## config.mk

```make
export PLATFORM = sky130hd
export DESIGN_NAME = yas_router_n
export DESIGN_NICKNAME = d
export VERILOG_FILES = /design/src/rtl/yas_router_pkg.sv /design/src/rtl/yas_fifo_commit.sv /design/src/rtl/yas_router_n.sv
export SDC_FILE = /design/constraint.sdc
export NUM_CORES = 2
export LEC_CHECK = 0
export BUFFER_PORTS_ARGS = -buffer_cell sky130_fd_sc_hd__buf_2
export CAP_MARGIN = 20
export CORE_UTILIZATION = 59
export CTS_CLUSTER_SIZE = 25
export DETAILED_ROUTE_END_ITERATION = 8
export PLACE_DENSITY = 0.73
export SETUP_SLACK_MARGIN = 0.4
export SYNTH_ARGS = -nofsm -noshare
export SYNTH_HDL_FRONTEND = slang
export SYNTH_SLANG_ARGS = --single-unit
```

## constraint.sdc

```tcl
create_clock -name clk -period 6.7 [get_ports clk]
set_input_delay 0.67 -clock clk [delete_from_list [all_inputs] [get_ports clk]]
set_output_delay 0.67 -clock clk [all_outputs]
set_load 0.05 [all_outputs]
```

## src/rtl/yas_router_pkg.sv

```systemverilog
// Shared definitions for the yas_router_n packet router: input FSM encoding and header field layout.
// The CRC state only exists when YAS_ROUTER_CRC_CHECK_EN is defined.
package yas_router_pkg;

  localparam logic [1:0] ST_IDLE    = 2'd0;
  localparam logic [1:0] ST_PAYLOAD = 2'd1;
  localparam logic [1:0] ST_DROP    = 2'd2;
`ifdef YAS_ROUTER_CRC_CHECK_EN
  localparam logic [1:0] ST_CRC     = 2'd3;
`endif

  // Header byte is {len, addr}: addr in the low ADDR_W bits, len above it.
  localparam int HDR_ADDR_LSB = 0;

  function automatic int hdr_len_lsb(input int addr_w);
    return HDR_ADDR_LSB + addr_w;
  endfunction

endpackage

```

## src/rtl/yas_fifo_commit.sv

```systemverilog
// Per-channel FIFO with a speculative write pointer (packet being stored) and a committed
// write pointer (visible to the reader); rollback discards everything since the last commit.
module yas_fifo_commit #(
  parameter int DATA_WIDTH = 8,
  parameter int AW         = 6
) (
  input  logic                  clk,
  input  logic                  rst_n,
  input  logic                  wr_en,
  input  logic [DATA_WIDTH-1:0] wr_data,
  input  logic                  commit,
  input  logic                  rollback,
  input  logic                  rd_en,
  output logic                  full,
  output logic                  rd_valid,
  output logic [DATA_WIDTH-1:0] rd_data
);
  localparam int DEPTH = 2 ** AW;

  logic [DATA_WIDTH-1:0] mem [DEPTH];
  logic [AW:0]           rd_ptr;
  logic [AW:0]           wr_ptr_spec;
  logic [AW:0]           wr_ptr_cmt;
  logic [AW:0]           wr_ptr_spec_nxt;
  logic                  push;
  logic                  pop;

  // Extra MSB separates full (MSBs differ) from empty (pointers equal).
  assign full     = (wr_ptr_spec[AW] != rd_ptr[AW]) && (wr_ptr_spec[AW-1:0] == rd_ptr[AW-1:0]);
  assign rd_valid = (wr_ptr_cmt != rd_ptr);
  assign rd_data  = rd_valid ? mem[rd_ptr[AW-1:0]] : '0;

  assign push            = wr_en & ~full;
  assign pop             = rd_en & rd_valid;
  assign wr_ptr_spec_nxt = wr_ptr_spec + (AW+1)'(push);

  always_ff @(posedge clk) begin
    if (!rst_n) begin
      // NOTE: sequential state uses non-blocking assignments so every flop samples pre-edge values.
      rd_ptr      <= '0;
      wr_ptr_spec <= '0;
      wr_ptr_cmt  <= '0;
    end else begin
      rd_ptr <= rd_ptr + (AW+1)'(pop);
      if (rollback) wr_ptr_spec <= wr_ptr_cmt;
      else          wr_ptr_spec <= wr_ptr_spec_nxt;
      // Commit includes a byte written in the same cycle.
      if (commit)   wr_ptr_cmt  <= wr_ptr_spec_nxt;
    end
  end

  // NOTE: storage is deliberately not reset; pointers alone define which entries are valid.
  always_ff @(posedge clk) begin
    if (push) mem[wr_ptr_spec[AW-1:0]] <= wr_data;
  end

endmodule

```

## src/rtl/yas_router_n.sv

```systemverilog
// Packet router: one inbound byte stream, NUM_CH outbound channels selected by a header address.
// Optional trailing-XOR packet check when YAS_ROUTER_CRC_CHECK_EN is defined.
module yas_router_n
  import yas_router_pkg::*;
#(
  parameter int DATA_WIDTH = 8,
  parameter int NUM_CH     = 3,
  parameter int ADDR_W     = 2,
  parameter int FIFO_AW    = 6
) (
  input  logic                         clk,
  input  logic                         rst_n,
  input  logic [DATA_WIDTH-1:0]        data_in,
  input  logic                         data_in_req,
  output logic                         data_in_ack,
  output logic [NUM_CH*DATA_WIDTH-1:0] data_out,
  output logic [NUM_CH-1:0]            data_out_req,
  input  logic [NUM_CH-1:0]            data_out_ack,
  input  logic [$clog2(NUM_CH)-1:0]    config_addr,
  input  logic [ADDR_W-1:0]            config_data,
  input  logic                         config_en
);
  localparam int CH_W    = $clog2(NUM_CH);
  localparam int LEN_LSB = hdr_len_lsb(ADDR_W);
  localparam int LEN_W   = DATA_WIDTH - LEN_LSB;
  localparam int REM_W   = LEN_W + 1;
`ifdef YAS_ROUTER_CRC_CHECK_EN
  localparam logic [REM_W-1:0] CRC_EXTRA = REM_W'(1);
`else
  localparam logic [REM_W-1:0] CRC_EXTRA = '0;
`endif

  logic [1:0]        state, state_nxt;
  logic [REM_W-1:0]  rem, rem_nxt;
  logic [CH_W-1:0]   dest, dest_nxt;
  logic              gap, gap_nxt;
  logic [ADDR_W-1:0] ch_addr [NUM_CH];

  logic              xfer;
  logic [ADDR_W-1:0] hdr_addr;
  logic [REM_W-1:0]  hdr_len;
  logic [REM_W-1:0]  payload_left;
  logic [REM_W-1:0]  drop_left;
  logic              match_hit;
  logic [CH_W-1:0]   match_idx;
  logic [CH_W-1:0]   wr_ch;
  logic [NUM_CH-1:0] fifo_full;
  logic              dest_full;
  logic              wr_en, commit, rollback;

  assign data_in_ack = ~gap;
  assign xfer        = data_in_req & data_in_ack;
  assign hdr_addr    = data_in[HDR_ADDR_LSB +: ADDR_W];
  assign hdr_len     = REM_W'(data_in[DATA_WIDTH-1:LEN_LSB]);
  assign wr_ch       = (state == ST_IDLE) ? match_idx : dest;
  assign dest_full   = fifo_full[wr_ch];

  // Scan downwards so the lowest matching index wins.
  always_comb begin
    match_hit = 1'b0;
    match_idx = '0;
    for (int i = NUM_CH - 1; i >= 0; i--) begin
      if (ch_addr[i] == hdr_addr) begin
        match_hit = 1'b1;
        match_idx = CH_W'(i);
      end
    end
  end

`ifdef YAS_ROUTER_CRC_CHECK_EN
  logic [DATA_WIDTH-1:0] crc;

  always_ff @(posedge clk) begin
    if (!rst_n)                           crc <= '0;
    else if (xfer && state == ST_IDLE)    crc <= data_in;
    else if (xfer && state == ST_PAYLOAD) crc <= crc ^ data_in;
  end
`endif

  always_comb begin
    // NOTE: every output gets a default first so no path leaves a latch behind.
    state_nxt    = state;
    rem_nxt      = rem;
    dest_nxt     = dest;
    gap_nxt      = 1'b0;
    wr_en        = 1'b0;
    commit       = 1'b0;
    rollback     = 1'b0;
    payload_left = (state == ST_IDLE) ? hdr_len : rem - REM_W'(1);
    drop_left    = payload_left + CRC_EXTRA;
    if (xfer) begin
      case (state)
        ST_IDLE, ST_PAYLOAD: begin
          if (state == ST_IDLE) dest_nxt = match_idx;
          if ((state == ST_PAYLOAD || match_hit) && !dest_full) begin
            wr_en = 1'b1;
            if (payload_left != '0) begin
              state_nxt = ST_PAYLOAD;
              rem_nxt   = payload_left;
            end else begin
`ifdef YAS_ROUTER_CRC_CHECK_EN
              state_nxt = ST_CRC;
`else
              commit    = 1'b1;
              state_nxt = ST_IDLE;
              gap_nxt   = 1'b1;
`endif
            end
          end else begin
            // No destination or destination full: discard what was stored and eat the rest.
            rollback = (state == ST_PAYLOAD) || match_hit;
            if (drop_left == '0) begin
              state_nxt = ST_IDLE;
              gap_nxt   = 1'b1;
            end else begin
              state_nxt = ST_DROP;
              rem_nxt   = drop_left;
            end
          end
        end
        ST_DROP: begin
          if (rem == REM_W'(1)) begin
            state_nxt = ST_IDLE;
            gap_nxt   = 1'b1;
          end else begin
            rem_nxt = rem - REM_W'(1);
          end
        end
`ifdef YAS_ROUTER_CRC_CHECK_EN
        ST_CRC: begin
          commit    = (data_in == crc);
          rollback  = (data_in != crc);
          state_nxt = ST_IDLE;
          gap_nxt   = 1'b1;
        end
`endif
        default: state_nxt = ST_IDLE;
      endcase
    end
  end

  always_ff @(posedge clk) begin
    if (!rst_n) begin
      state <= ST_IDLE;
      rem   <= '0;
      dest  <= '0;
      gap   <= 1'b1;
      for (int i = 0; i < NUM_CH; i++) ch_addr[i] <= ADDR_W'(i);
    end else begin
      state <= state_nxt;
      rem   <= rem_nxt;
      dest  <= dest_nxt;
      gap   <= gap_nxt;
      if (config_en && (int'(config_addr) < NUM_CH)) ch_addr[config_addr] <= config_data;
    end
  end

  for (genvar g = 0; g < NUM_CH; g++) begin : g_ch
    logic sel;
    assign sel = (wr_ch == CH_W'(g));

    yas_fifo_commit #(
      .DATA_WIDTH(DATA_WIDTH),
      .AW        (FIFO_AW)
    ) u_fifo (
      .clk     (clk),
      .rst_n   (rst_n),
      .wr_en   (wr_en & sel),
      .wr_data (data_in),
      .commit  (commit & sel),
      .rollback(rollback & sel),
      .rd_en   (data_out_ack[g]),
      .full    (fifo_full[g]),
      .rd_valid(data_out_req[g]),
      .rd_data (data_out[g*DATA_WIDTH +: DATA_WIDTH])
    );
  end

endmodule

```

Yosys cells after proc, flatten, opt, wreduce, memory -nomap -nowiden
Memories as Yosys holds them, arrays and structs flattened. A register that Yosys moved wholly into a read port is not among the register bits.
Cells that the tools add are included.
- register bits: 75
- memories kept: 4
- memory bits (writable): 1542
- logic and storage cells: 141
- memory list (name ; words ; bits a word ; read ports ; clocked after Yosys merged registers in ; wr ports ; line ; text):
    g_ch[0].u_fifo.mem ; 64 ; 8 ; 1 ; 1 ; 1 ; yas_fifo_commit.sv:20 ; logic [DATA_WIDTH-1:0] mem [DEPTH];
    g_ch[1].u_fifo.mem ; 64 ; 8 ; 1 ; 1 ; 1 ; yas_fifo_commit.sv:20 ;
    g_ch[2].u_fifo.mem ; 64 ; 8 ; 1 ; 1 ; 1 ; yas_fifo_commit.sv:20 ;
    ch_addr ; 3 ; 2 ; 3 ; 0 ; 3 ; yas_router_n.sv:37 ; logic [ADDR_W-1:0] ch_addr [NUM_CH];
- bitwise logic cells: 20
- $add $sub $neg: 7
- muxes and demuxes: 57
- reductions and logical operators: 17
- eq/ne operators: 21
- $lt $le $gt $ge: 2
- operators by type and width (kind ; count):
    $mux 7 ; 8
    $add 7x1->7 ; 6
    $mux 1 ; 30
    $mux 8 ; 3
    $ne 7x7->1 ; 3
    $eq 6x6->1 ; 3
    $mux 2 ; 9
    $mux 6 ; 3
    $and 1x1->1 ; 16
    $pmux 7 s2 ; 1
    $eq 7x1->1 const B ; 1
    $logic_not 7->1 ; 1
    $reduce_bool 7->1 ; 1
    $sub 7x1->7 const B ; 1
    $eq 2x2->1 ; 3
    $ne 3x3->1 const B ; 2
    $logic_and 1x1->1 ; 5
    $reduce_and 5->1 ; 1
    $eq 2x1->1 const B ; 2
    $eq 2x2->1 const B ; 2
    $logic_not 2->1 ; 2
    $ne 2x2->1 const B ; 2
    $not 1->1 ; 4
    $pmux 2 s2 ; 1
    10 further kinds ; 14

Depth between registers and ports, before layout
An unclocked memory read counts as a cell.
- word-level depth: 17
- depth in mapped cells: 14

Modules after synthesis
From an unflattened synthesis, not the netlist that was laid out.
- cells, all modules: 3392
- area, all modules: 64850.9 sq um
- by module, submodules not included (module ; seq. area each (sq um) ; cells an instance ; times used ; area each (sq um)):
    yas_fifo_commit at g_ch[0].u_fifo ; 15795.1 ; 1094 ; 1 ; 21364.2
    yas_fifo_commit at g_ch[1].u_fifo ; 15795.1 ; 1059 ; 1 ; 21102.7
    yas_fifo_commit at g_ch[2].u_fifo ; 15795.1 ; 1073 ; 1 ; 21062.7
    yas_router_n ; 420.4 ; 166 ; 1 ; 1321.3

Least setup slack after synthesis
OpenSTA, ideal clock, no wires.
- path type: flip-flop to output port
- from: reg g_ch[1].u_fifo.rd_ptr[1]
- to: out data_out[9]
- setup slack: 2964 ps
- path buffers: 4
- data required time: 6030 ps
- data arrival time: 3066 ps
- cell stages (with the launch flop): 10
- cell sequence: dfxtp_1 > clkbuf_1 > buf_1 > clkbuf_1 > buf_2 > mux4_2 > mux2i_1 > a21oi_1 > a21oi_1 > o21ai_0
- cells in the longest elaborated chain, start to end: 2
- RTL lines (element ; line ; text):
    start: declaration ; yas_fifo_commit.sv:21 ; logic [AW:0] rd_ptr;
    start signal: assignment ; yas_fifo_commit.sv:44 ; rd_ptr <= rd_ptr + (AW+1)'(pop);
    $ne 7x7->1 ; yas_fifo_commit.sv:30 ; assign rd_valid = (wr_ptr_cmt != rd_ptr);
    $mux 8 ; yas_fifo_commit.sv:31 ; assign rd_data = rd_valid ? mem[rd_ptr[AW-1:0]] : '0;
    end: declaration ; yas_router_n.sv:16 ; output logic [NUM_CH*DATA_WIDTH-1:0] data_out,
No other way between the ends.

Worst setup path in the final report
- from: reg g_ch[2].u_fifo.rd_ptr[1]
- to: out data_out[23]
- cells in the longest elaborated chain, start to end: 2
- RTL lines (element ; line):
    start: declaration ; yas_fifo_commit.sv:21
    start signal: assignment ; yas_fifo_commit.sv:44
    $ne 7x7->1 ; yas_fifo_commit.sv:30
    $mux 8 ; yas_fifo_commit.sv:31
No other way between the ends.

==> run_results.csv <==
group,metric,value,unit
status,status,"finished clean",
timing,slew_viol_final,0,
power_and_ir_drop,combinationalPowerShare,1.7,%
route,vias,31300,
route,drc_errors,0,
power_and_ir_drop,intPower,16.4,mW
timing,tns,0,ps
floorplan,start_util,59.7,%
global_routing,grt_max_degree,148,
timing,final_hold_viol_count,0,
clock_network,cts_sinks,1617,
layout,fin_util,66.2,%
synth,yosys_warnings,0,
power_and_ir_drop,p_leak,21.5,nW
timing,finClkSkew,28.4,ps
global_routing,antenna_found_initial,4,
floorplan,die-area,110000,um2
worst_hold_path,hold_path_class,"in -> reg",
clock_network,cts_made_buffers,157,
route,ant_nets,0,
timing,fmax,200,MHz
timing,fin_ws,1700,ps
synth,synth.most_common_cell,"edfxtp_1",
floorplan,io_pins,47,
floorplan,fp.dieH,332,um
worst_setup_path,critPathArrivalTime,4330,ps
power_and_ir_drop,ir_drop,0.252,mV
floorplan,core,107000,um2
synth,synth_top_area_share,72.3,%
timing,rsz0062_at_grt,"false",
route,routed_via_density,6.63,
run,maxCapViolations,0,
route,wl_per_cell,30.1,um
place,preCtsSetupSlack,2250,ps
timing,period_minus_slack,5000,ps
power_and_ir_drop,total_power,20.4,mW
worst_setup_path,path_cells,"buf_4, mux4_2, mux4_2, mux2i_1, o21ai_0, buf_2",
global_routing,grt-ovfl-total,0,
worst_setup_path,start_kind,"flip-flop",
synth,synth_commonest_cells,"1542 x edfxtp_1, 439 x mux4_2, 236 x nor2_1",
route,wirelength,142,mm
worst_setup_path,worst_ep_required_time,6030,ps
floorplan,fp-row-count,120,
place,gp_congestion,0.851,
layout,fillers,6639,
layout,multi_input_area,15500,um2
clock_network,htreeDepth,4,
timing,tightest_slew,1110,ps
layout,synthToLayoutAreaGrowth,10.9,%
global_routing,grt_pass1_vias,31600,
synth,syn-mean-instance-area,20.5,um2
place,io_buffer_count,46,
layout,seqCellArea,47800,um2
synth,synth.distinct_cells,75,
layout,postLayoutCellArea,71000,um2
route,first_iter_violations,3893,
synth,synthTopCellsByArea,"edfxtp_1 72%, mux4_2 15%, dfxtp_1 2.3%",
synth,synth-async-reset-ratio,0,%
floorplan,die_x,332,um
clock_network,clk_pin_slew,60,ps
clock_network,clock_latency,760,ps
place,dp.cells,4430,
route,drt_first_pass_iters,5,
synth,syn_nets,3163,
place,dpl.hpwl,84.1,mm
synth,synth_top_area_cell,"edfxtp_1",
power_and_ir_drop,seq_power_share,54.4,%
layout,layout-drive-gt1-share,24.1,%
power_and_ir_drop,p_switching,4.01,mW
synth,synthFlopType,"edfxtp_1",
synth,postSynthCellCount,3130,
layout,finalNetCount,3222,
worst_setup_path,cp-end-kind,"output pin",
clock_network,cts_tree,"yes",
synth,syn-cell-area,64100,um2
timing,fin_crit_sh,74.6,%
worst_setup_path,cpMostUsedCell,"mux4_2",
power_and_ir_drop,p_clk_share,43.9,%
timing,slew_headroom,26.3,%
timing,hold_ws,283,ps
clock_network,holdBufCountCts,0,
clock_network,cts_root_buffer,"clkbuf_16",
global_routing,grt_pass1_wl,211,mm
global_routing,grt_usage,26.2,%
worst_setup_path,worst_path_largest_cell_delay,900,ps
worst_setup_path,critPathKind,"reg -> out",
synth,ys_ff_latch,1617,
place,place_area,65700,um2
layout,num_antenna_cells,0,
worst_setup_path,slowest_stage,"dfxtp_4",
synth,synth-edff-count,1542,
clock_network,postCtsSetupRepairBufs,0,
timing,setup_violations,0,
power_and_ir_drop,powerDensity,287,nW/um2
clock_network,clockBufferDepth,3,
layout,final_cells,4722,
worst_setup_path,critPathMaxFanout,66,
synth,synth-seq-area-share,74.6,%
power_and_ir_drop,switching_share,19.7,%
clock_network,cts_resized,0,
-- power by group through the flow --
stage                     clock [mW]  sequential, mW  combinational (mW)
after floorplan                    0            11.3               0.120
after global placement             0            11.3               0.328
after detailed placement           0            11.3               0.347
after CTS                       9.04            11.1               0.347
after global routing            9.40            11.1               0.372
final                           8.96            11.1               0.348
-- area by class of cell --
| cell class | instances | share of cell area (%) |
|---|---|---|
| clock buffers | 205 | 6.12 |
| inverters | 12 | 0.0634 |
| clock inverters | 84 | 1.29 |
| well taps | 1403 | 2.47 |
| multi-input cells | 1318 | 21.8 |
| repair buffers | 83 | 0.944 |
| flip-flops and latches | 1617 | 67.3 |
-- cell usage in the layout (no fill, tap or decap), types with 31 or more instances in the layout --
cell type	instances
nor2b_1	35
buf_2	37
clkbuf_16	164
mux2i_1	111
clkbuf_1	32
nand2_1	97
buf_4	31
xnor2_1	50
mux4_2	439
edfxtp_1	1542
nand3_1	44
dfxtp_1	63
nor2_1	236
-- path summary, 6_finish.rpt --
check	slack, ps	end	start	cells past startpoint
setup / recovery	1700	data_out[23]	g_ch[2].u_fifo.rd_ptr[1]$_SDFF_PN0_	6
hold / removal	280	ch_addr[0][0]$_SDFFCE_PN0P_	config_addr[0]	2
setup reg to reg	2670	g_ch[2].u_fifo.wr_ptr_spec[6]$_SDFF_PN0_	g_ch[2].u_fifo.rd_ptr[2]$_SDFF_PN0_	11
hold reg to reg	500	g_ch[1].u_fifo.wr_ptr_cmt[0]$_SDFFE_PN0P_	g_ch[1].u_fifo.wr_ptr_cmt[0]$_SDFFE_PN0P_	2
-- registers in the layout, summed over array words and instances (netlist names) --
name / count
rem: 7
gap: 1
g_ch.u_fifo.mem: 1536
g_ch.u_fifo.wr_ptr_spec: 21
g_ch.u_fifo.rd_ptr: 21
state: 2
dest: 2
g_ch.u_fifo.wr_ptr_cmt: 21
ch_addr: 6
-- cell families (layout without fill, tap and decap cells) --
| kind of cell | Yosys count | count (layout) | synth area share (%) |
|---|---|---|---|
| AO/OA/AOI/OAI | 138 | 138 | 1.60 |
| AND/OR/NAND/NOR | 531 | 531 | 3.88 |
| multiplexers | 558 | 558 | 17.3 |
| adder cells (fa/ha/maj) | 14 | 14 | 0.273 |
| XOR/XNOR | 77 | 77 | 1.06 |
| buffers and inverters | 195 | 384 | 1.26 |
| flip-flops | 1617 | 1617 | 74.6 |
-- worst max-delay path, delay by kind of cell (launching register included) --
kind	cells	cell delay [ps]
AO/OA/AOI/OAI	1	220
buffers and inverters	2	1120
flip-flops	1	900
multiplexers	3	1210
-- metal layers --
layer / share of wire [%] / vias up / GRT usage, %
li1: - / 13000 / -
met1: 40 / 16400 / 38.8
met2: 48 / 1654 / 40.5
met3: 9.5 / 253 / 4.66
met4: 2.6 / 6 / 7.65
met5: 0.029 / - / 0
Power figures use the tool's default switching activity.
